==> config.mk <==
export PLATFORM = sky130hd
export DESIGN_NAME = input_chaining_pipe
export DESIGN_NICKNAME = d
export VERILOG_FILES = /design/src/rtl/input_chaining_pipe.sv
export SDC_FILE = /design/constraint.sdc
export NUM_CORES = 1
export LEC_CHECK = 0
export CORE_MARGIN = 2
export CORE_UTILIZATION = 35
export DETAILED_ROUTE_END_ITERATION = 12
export GPL_ROUTABILITY_DRIVEN = 0
export GPL_TIMING_DRIVEN = 0
export PLACE_DENSITY_LB_ADDON = 0.08
export SLEW_MARGIN = 20
export SYNTH_ARGS = -nofsm -noshare
export SYNTH_HDL_FRONTEND = slang
export SYNTH_SLANG_ARGS = --single-unit
==> constraint.sdc <==
create_clock -name clk -period 8.25 [get_ports clk]
set_clock_uncertainty 0.2 [all_clocks]
set_input_delay 2.0625 -clock clk [delete_from_list [all_inputs] [get_ports clk]]
set_output_delay 2.0625 -clock clk [all_outputs]
set_load 0.01 [all_outputs]
==> src/rtl/input_chaining_pipe.sv <==
// rtl/input_chaining_pipe.sv - packs a DATA_WID word stream into MAX_CHAIN-word groups
//
// Collects words into a fill buffer and hands complete (or flushed partial)
// groups to a one-entry output buffer, so the next group can fill while the
// current one waits on a stalled consumer.
//
// Ports:
//   clk, rst        rising-edge clock, synchronous active-high reset
//   en              enables input acceptance; a partial group is held while low
//   cfg_len         words per group (0 or >MAX_CHAIN means MAX_CHAIN), sampled at group start
//   cfg_msb_first   packing order, sampled at group start
//   in_dat/in_vld/in_rdy     input word stream
//   flush           closes the current partial group
//   out_dat/out_vld/out_rdy  packed group stream
//   out_cnt         number of valid words in out_dat
//   done            one-cycle pulse the cycle after a group is consumed
module input_chaining_pipe #(
  parameter int DATA_WID  = 16,
  parameter int MAX_CHAIN = 4,
  parameter int CNT_WID   = $clog2(MAX_CHAIN + 1)
) (
  input  logic                          clk,
  input  logic                          rst,
  input  logic                          en,
  input  logic [CNT_WID-1:0]            cfg_len,
  input  logic                          cfg_msb_first,
  input  logic [DATA_WID-1:0]           in_dat,
  input  logic                          in_vld,
  output logic                          in_rdy,
  input  logic                          flush,
  output logic [MAX_CHAIN*DATA_WID-1:0] out_dat,
  output logic                          out_vld,
  input  logic                          out_rdy,
  output logic [CNT_WID-1:0]            out_cnt,
  output logic                          done
);

  localparam int BUS_WID = MAX_CHAIN * DATA_WID;
  localparam logic [CNT_WID-1:0] MAX_CNT = CNT_WID'(MAX_CHAIN);

  typedef enum logic [1:0] {
    ST_IDLE,
    ST_FILL,
    ST_FULL
  } fill_state_t;

  fill_state_t          state_q, state_d;
  logic [BUS_WID-1:0]   fill_dat_q, fill_dat_d;
  logic [CNT_WID-1:0]   fill_cnt_q, fill_cnt_d;
  logic [CNT_WID-1:0]   fill_len_q, fill_len_d;
  logic                 fill_msb_q, fill_msb_d;
  logic [BUS_WID-1:0]   out_dat_q, out_dat_d;
  logic [CNT_WID-1:0]   out_cnt_q, out_cnt_d;
  logic                 out_vld_q, out_vld_d;
  logic                 done_q;

  logic                 acc;
  logic                 drain;
  logic                 out_free;
  logic                 complete;
  logic [CNT_WID-1:0]   cur_len;
  logic                 cur_msb;
  logic [CNT_WID-1:0]   cnt_nxt;
  logic [BUS_WID-1:0]   dat_nxt;
  int                   slot;

  // Reset is folded in so the input side reads not-ready throughout reset.
  assign in_rdy  = en && !rst && (state_q != ST_FULL);
  assign acc     = in_vld && in_rdy;
  assign drain   = out_vld_q && out_rdy;
  assign out_free = !out_vld_q || out_rdy;

  assign out_dat = out_dat_q;
  assign out_cnt = out_cnt_q;
  assign out_vld = out_vld_q;
  assign done    = done_q;

  always_comb begin
    // The first word of a group takes the live configuration; later words
    // use the values latched with that first word.
    if (fill_cnt_q == '0) begin
      if (cfg_len == '0 || cfg_len > MAX_CNT) cur_len = MAX_CNT;
      else                                    cur_len = cfg_len;
      cur_msb = cfg_msb_first;
    end else begin
      cur_len = fill_len_q;
      cur_msb = fill_msb_q;
    end

    slot = cur_msb ? (MAX_CHAIN - 1 - int'(fill_cnt_q)) : int'(fill_cnt_q);

    cnt_nxt = fill_cnt_q + {{(CNT_WID-1){1'b0}}, acc};
    dat_nxt = fill_dat_q;
    for (int s = 0; s < MAX_CHAIN; s++) begin
      if (acc && s == slot) dat_nxt[s*DATA_WID +: DATA_WID] = in_dat;
    end

    // Flush counts a word accepted in the same cycle; FULL ignores flush.
    complete = (state_q != ST_FULL) &&
               ((acc && cnt_nxt == cur_len) || (flush && cnt_nxt != '0));
  end

  always_comb begin
    state_d    = state_q;
    fill_dat_d = fill_dat_q;
    fill_cnt_d = fill_cnt_q;
    fill_len_d = fill_len_q;
    fill_msb_d = fill_msb_q;
    out_dat_d  = out_dat_q;
    out_cnt_d  = out_cnt_q;
    out_vld_d  = out_vld_q && !out_rdy;

    if (acc) begin
      fill_len_d = cur_len;
      fill_msb_d = cur_msb;
    end

    if (state_q == ST_FULL) begin
      // The held group moves across on the drain edge, with no bubble.
      if (drain) begin
        out_dat_d  = fill_dat_q;
        out_cnt_d  = fill_cnt_q;
        out_vld_d  = 1'b1;
        fill_dat_d = '0;
        fill_cnt_d = '0;
        state_d    = ST_IDLE;
      end
    end else if (complete) begin
      if (out_free) begin
        out_dat_d  = dat_nxt;
        out_cnt_d  = cnt_nxt;
        out_vld_d  = 1'b1;
        fill_dat_d = '0;
        fill_cnt_d = '0;
        state_d    = ST_IDLE;
      end else begin
        fill_dat_d = dat_nxt;
        fill_cnt_d = cnt_nxt;
        state_d    = ST_FULL;
      end
    end else begin
      fill_dat_d = dat_nxt;
      fill_cnt_d = cnt_nxt;
      state_d    = (cnt_nxt == '0) ? ST_IDLE : ST_FILL;
    end
  end

  always_ff @(posedge clk) begin
    if (rst) begin
      state_q    <= ST_IDLE;
      fill_dat_q <= '0;
      fill_cnt_q <= '0;
      fill_len_q <= '0;
      fill_msb_q <= 1'b0;
      out_dat_q  <= '0;
      out_cnt_q  <= '0;
      out_vld_q  <= 1'b0;
      done_q     <= 1'b0;
    end else begin
      state_q    <= state_d;
      fill_dat_q <= fill_dat_d;
      fill_cnt_q <= fill_cnt_d;
      fill_len_q <= fill_len_d;
      fill_msb_q <= fill_msb_d;
      out_dat_q  <= out_dat_d;
      out_cnt_q  <= out_cnt_d;
      out_vld_q  <= out_vld_d;
      done_q     <= drain;
    end
  end

endmodule

; Yosys cells after proc, flatten, opt, wreduce, memory -nomap -nowiden
; Index checks and enable logic that the tools add are counted.
; Widths: inputs -> output; s select.
[totals]
ff_bits = 142
elab_cells = 78
[op_classes]
n_reduce_logical = 26
n_addsub = 2
eq_ne = 7
order_cmp = 1
mux = 33
[ops]
columns = op, n
row1 = $mux 64, 8
row2 = $eq 3x32->1 const A, 2
row3 = $mux 16, 4
row4 = $eq 2x32->1 const A, 1
row5 = $logic_not 32->1, 1
row6 = $mux 32, 1
row7 = $mux 3, 10
row8 = $logic_and 1x1->1, 12
row9 = $logic_not 3->1, 3
row10 = $mux 2, 4
row11 = $mux 1, 6
row12 = $ne 2x2->1 const B, 2
row13 = $reduce_bool 2->1, 2
row14 = $sub 2x3->4 const A, 1
row15 = $add 3x1->3, 1
row16 = $eq 3x3->1, 1
row17 = $gt 3x3->1 const B, 1
row18 = $logic_not 1->1, 3
row19 = $logic_or 1x1->1, 3
row20 = $reduce_and 3->1, 1
row21 = $reduce_bool 3->1, 1
row22 = $eq 2x2->1 const B, 1

; Logic depth before layout (Yosys ltp)
[logic_depth]
word_depth = 11
mapped_depth = 13

; Least setup slack after synthesis
; OpenSTA, ideal clock, no wires.
[synth_timing]
path_kind = input port to output port
startpoint = in rst
endpoint = out in_rdy
slack_ps = 2691
n_path_buf = 3
t_arrival_ps = 3296
stages = 5
path_cell_list = clkbuf_1 -> nor2_1 -> clkbuf_1 -> clkbuf_1 -> and2_1
[synth_between]
elab_chain_cells = 3
[synth_rtl]
columns = element, line_no
row1 = from (decl), 23  ; input logic rst,
row2 = $logic_not 1->1, 68  ; assign in_rdy = en && !rst && (state_q != ST_FULL);
row3 = $logic_and 1x1->1 (2 in a row), 68
row4 = to (decl), 29  ; output logic in_rdy,
; No other way between the ends.

; Worst setup path in the final report
; Ends and elaborated chain as after synthesis.

==> summary.txt <==
Floorplan
  • # rows: 49
  • Die width: 138 um
  • Core area: 17800 um^2
  • Ports: 96
  • Die Span Y: 138 um
  • Initial Utilization: 0.354
  • Die ar.: 19100 um^2

Global routing
  • Global-route wire length before repair: 29500 um
  • M1 GR Usage: 0.261
  • Busiest layer in global routing: met2
  • Initial antenna violation count: 0
  • GRT Resource Usage Total: 0.197
  • Largest net degree at the start of global routing: 17
  • Met3 Use GR: 0.0364
  • GRT overflow: 0
  • Number of global-route vias before repair: 5109
  • Met2 GRT Util: 0.324

Hold path
  • Hold Path Depth: 1
  • HP Start: fill_dat_q[52]$_SDFFE_PP0P_
  • Hold Path End: fill_dat_q[52]$_SDFFE_PP0P_
  • Hold Path Class: reg2reg

Worst setup path
  • Reg2reg path depth: 10
  • CP Capture Type: primary output
  • Worst setup SP type: primary input
  • Worst-path cell chain: clkbuf_1 > nor2_1 > clkbuf_1 > clkbuf_1 > and2_1 > clkdlybuf4s50_1
  • R2r setup slk: 4280 ps
  • CP top delay family: buffers and inverters
  • Crit path required time: 5990 ps
  • Crit path buffers/inverters: 4
  • Most frequent CP cell: clkbuf_1
  • Critical path peak fanout: 10
  • Launching point of the worst reg2reg path: state_q[1]$_SDFFE_PP0P_
  • Worst path max stage delay: 540 ps
  • WP data arrival: 4470 ps
  • Slowest CP cell: clkbuf_1
  • Reg2Reg Capture Point: fill_dat_q[9]$_SDFFE_PP0P_
  • Crit Path Class: in2out

Finish
  • Nets@finish: 734
  • Final Util: 0.451
  • Ratio of cells with drive above 1 in the final layout: 0.146
  • Ant diodes: 0
  • Synth-to-Final Area Change: 27.4%

Timing
  • Final Hold Fails: 0
  • F_max: 0.149 GHz
  • Crit share post-route: 0.816
  • WHS: 257 ps
  • Worst Max-Slew Pin Slew: 812 ps
  • Post-route setup TNS: 0 ps
  • Final Slew Violations: 0
  • Unrepaired setup endpoints after global routing: no
  • Slew margin rel.: 0.459
  • Tmin final: 6730 ps
  • Setup violators final: 0

Yosys
  • Synth Area in Compound Gates: 0.319
  • Synth Area in Simple Gates: 0.0634
  • Multiplexer area fraction after synthesis: 0.0906
  • Post-Synth Adder-Cell Area: 0.00596
  • Unique masters post-synth: 44
  • #FFs+latches synth: 142
  • Largest family of logic cells by synthesized area: compound AO/OA/AOI/OAI gates
  • Post-Synthesis Cells: 604
  • Syn Area/Cell: 10.4 um^2
  • Syn. warnings: 0
  • Syn_nets: 633
  • Post-Syn Area: 6300 um^2
  • Seq/Total Area, Yosys: 0.452
  • Post-synthesis xor/xnor area fraction: 0.00676

Outcome
  • Outcome: finished, final reports clean

Placement
  • Buffers on Ports: 82
  • Post-DP HPWL: 13200 um

Power and ir drop
  • Leakage: 2.71 nW
  • Pwr/cell area: 233 nW/um^2
  • Power Total: 1.87 mW
  • Maximum vdd drop: 0.146 mV

Job
  • MaxCap Viol Count: 0

CTS
  • Post-cts gate resize count: 0
  • H-tree depth: 4
  • Clk buf depth: 2
  • CTS tree: yes
  • # clock sinks: 142
  • Post-CTS setup buffer count: 0
  • CTS Hold Bufs: 0
  • CTS root buf: clkbuf_16
  • Clock Latency Late Sink: 420 ps
  • Total CTS buffers: 17
  • Register clock-pin slew on the reported worst setup and hold paths: 60 ps

Route
  • Final ANT Viol Nets: 0
  • Pre-antenna DRT Iters: 4
  • Drt initial violations: 306
  • Vias: 5094
  • DRC: 0
  • Wire per inst: 19.6 um
  • Final wirelength: 18500 um
  • Via density: 5.38
==> layer usage <==
metal  up-vias  part of all wire
met5         -                 0
met4         0             0.018
met3        24             0.027
met2        91              0.48
met1      2488              0.48
li1       2491                 -
==> state kept, by name, summed over array words and instances (netlist names) <==
signal / cells
out_cnt: 3
out_vld: 1
out_dat: 64
state_q: 2
fill_cnt_q: 3
fill_dat_q: 64
fill_msb_q: 1
fill_len_q: 3
done: 1
==> through the flow <==
stage | area, um^2 | instances | setup slack (ps)
global route | 8020 | 946 | 1410
detailed placement | 7410 | 915 | 1520
finish | 8020 | 946 | 1520
CTS | 8020 | 946 | 1510
floorplan | 6300 | 604 | 2690
global placement | 7400 | 915 | 1490
==> kinds of logic after synthesis <==
family,after synthesis
fa+ha+maj,3
flops,142
simple gates,73
compound gates,248
mux,57
xor+xnor,4
buf+inv,77
==> synthesized netlist by cell type (all sizes together) <==
cell     instances  area share
nand3            2      0.0016
a211oi          69       0.098
a21boi           1      0.0012
nand2           13      0.0078
o32ai            1      0.0026
o311ai           1      0.0042
a32oi            1      0.0014
nor4             1     0.00099
a22o            53       0.074
or2              1     0.00099
ha               3      0.0060
nor3             7      0.0056
a32o            11       0.017
or3              1      0.0018
a2111oi          2      0.0087
o21a             5      0.0060
dfxtp          142        0.45
a21oi           70       0.056
mux2i           57       0.091
clkbuf          24       0.014
inv              5      0.0030
nand3b           3      0.0036
or3b             2      0.0028
o41ai            2      0.0087
o21ba            1      0.0016
o31ai            7       0.017
nand2b           3      0.0030
and2             6      0.0060
nor2b           20       0.020
o31a             1      0.0014
xor2             4      0.0068
a31oi           12       0.012
nor2            12      0.0072
nor3b            2      0.0024
buf             48       0.046
o21ai           11      0.0093
==> where the power goes <==
| part | internal (mW) | total (mW) | switching (mW) |
|---|---|---|---|
| Combinational | 0.138 | 0.305 | 0.166 |
| Sequential | 0.729 | 0.754 | 0.0254 |
| Clock | 0.512 | 0.807 | 0.294 |
| Total | 1.38 | 1.87 | 0.486 |
==> how the worst max path moves through the flow <==
stage,slack (ps),endpoint,start,cells past startpoint
3_3_place_gp,1490,in_rdy,rst,6
2_1_floorplan,2690,in_rdy,rst,5
3_5_place_dp,1520,in_rdy,rst,6
5_1_grt,1410,in_rdy,rst,6
4_1_cts,1510,in_rdy,rst,6
6_report,1520,in_rdy,rst,6
==> final cells by class <==
type                    instances  area [um^2]
inverters                       5         18.8
plain buffers                  72          378
well taps                     229          287
clock buffers                  21          450
clock inverters                10          164
flip-flops and latches        142         2840
fillers                      1707         9760
multi-input cells             385         3060
repair buffers                 82          821
==> cells in the final DEF, fill, tap and decap left out, types with 3 or more instances in the layout <==
cell,count
dfxtp_1,142
clkdlybuf4s50_1,82
a21oi_1,70
mux2i_1,57
a22o_1,53
a211oi_1,49
clkbuf_1,27
buf_2,23
nor2b_1,20
a211oi_2,20
clkbuf_16,17
nand2_1,13
nor2_1,12
a31oi_1,12
buf_1,11
a32o_1,11
o21ai_0,10
nor3_1,7
buf_6,7
buf_4,7
and2_1,6
inv_1,5
o21a_1,5
o31ai_2,5
bufinv_16,4
nand2b_1,3
xor2_1,3
nand3b_1,3
ha_1,3
clkinv_4,3
==> worst reg2reg max path: cells and delay by family (launching register included) <==
family / cells / cell delay, ps
AOI/OAI and AO/OA: 5 / 1850
buffers and inverters: 2 / 590
DFF: 1 / 340
adders and majority gates: 1 / 320
and+or+nand+nor: 2 / 600
Power figures use the tool's default switching activity.
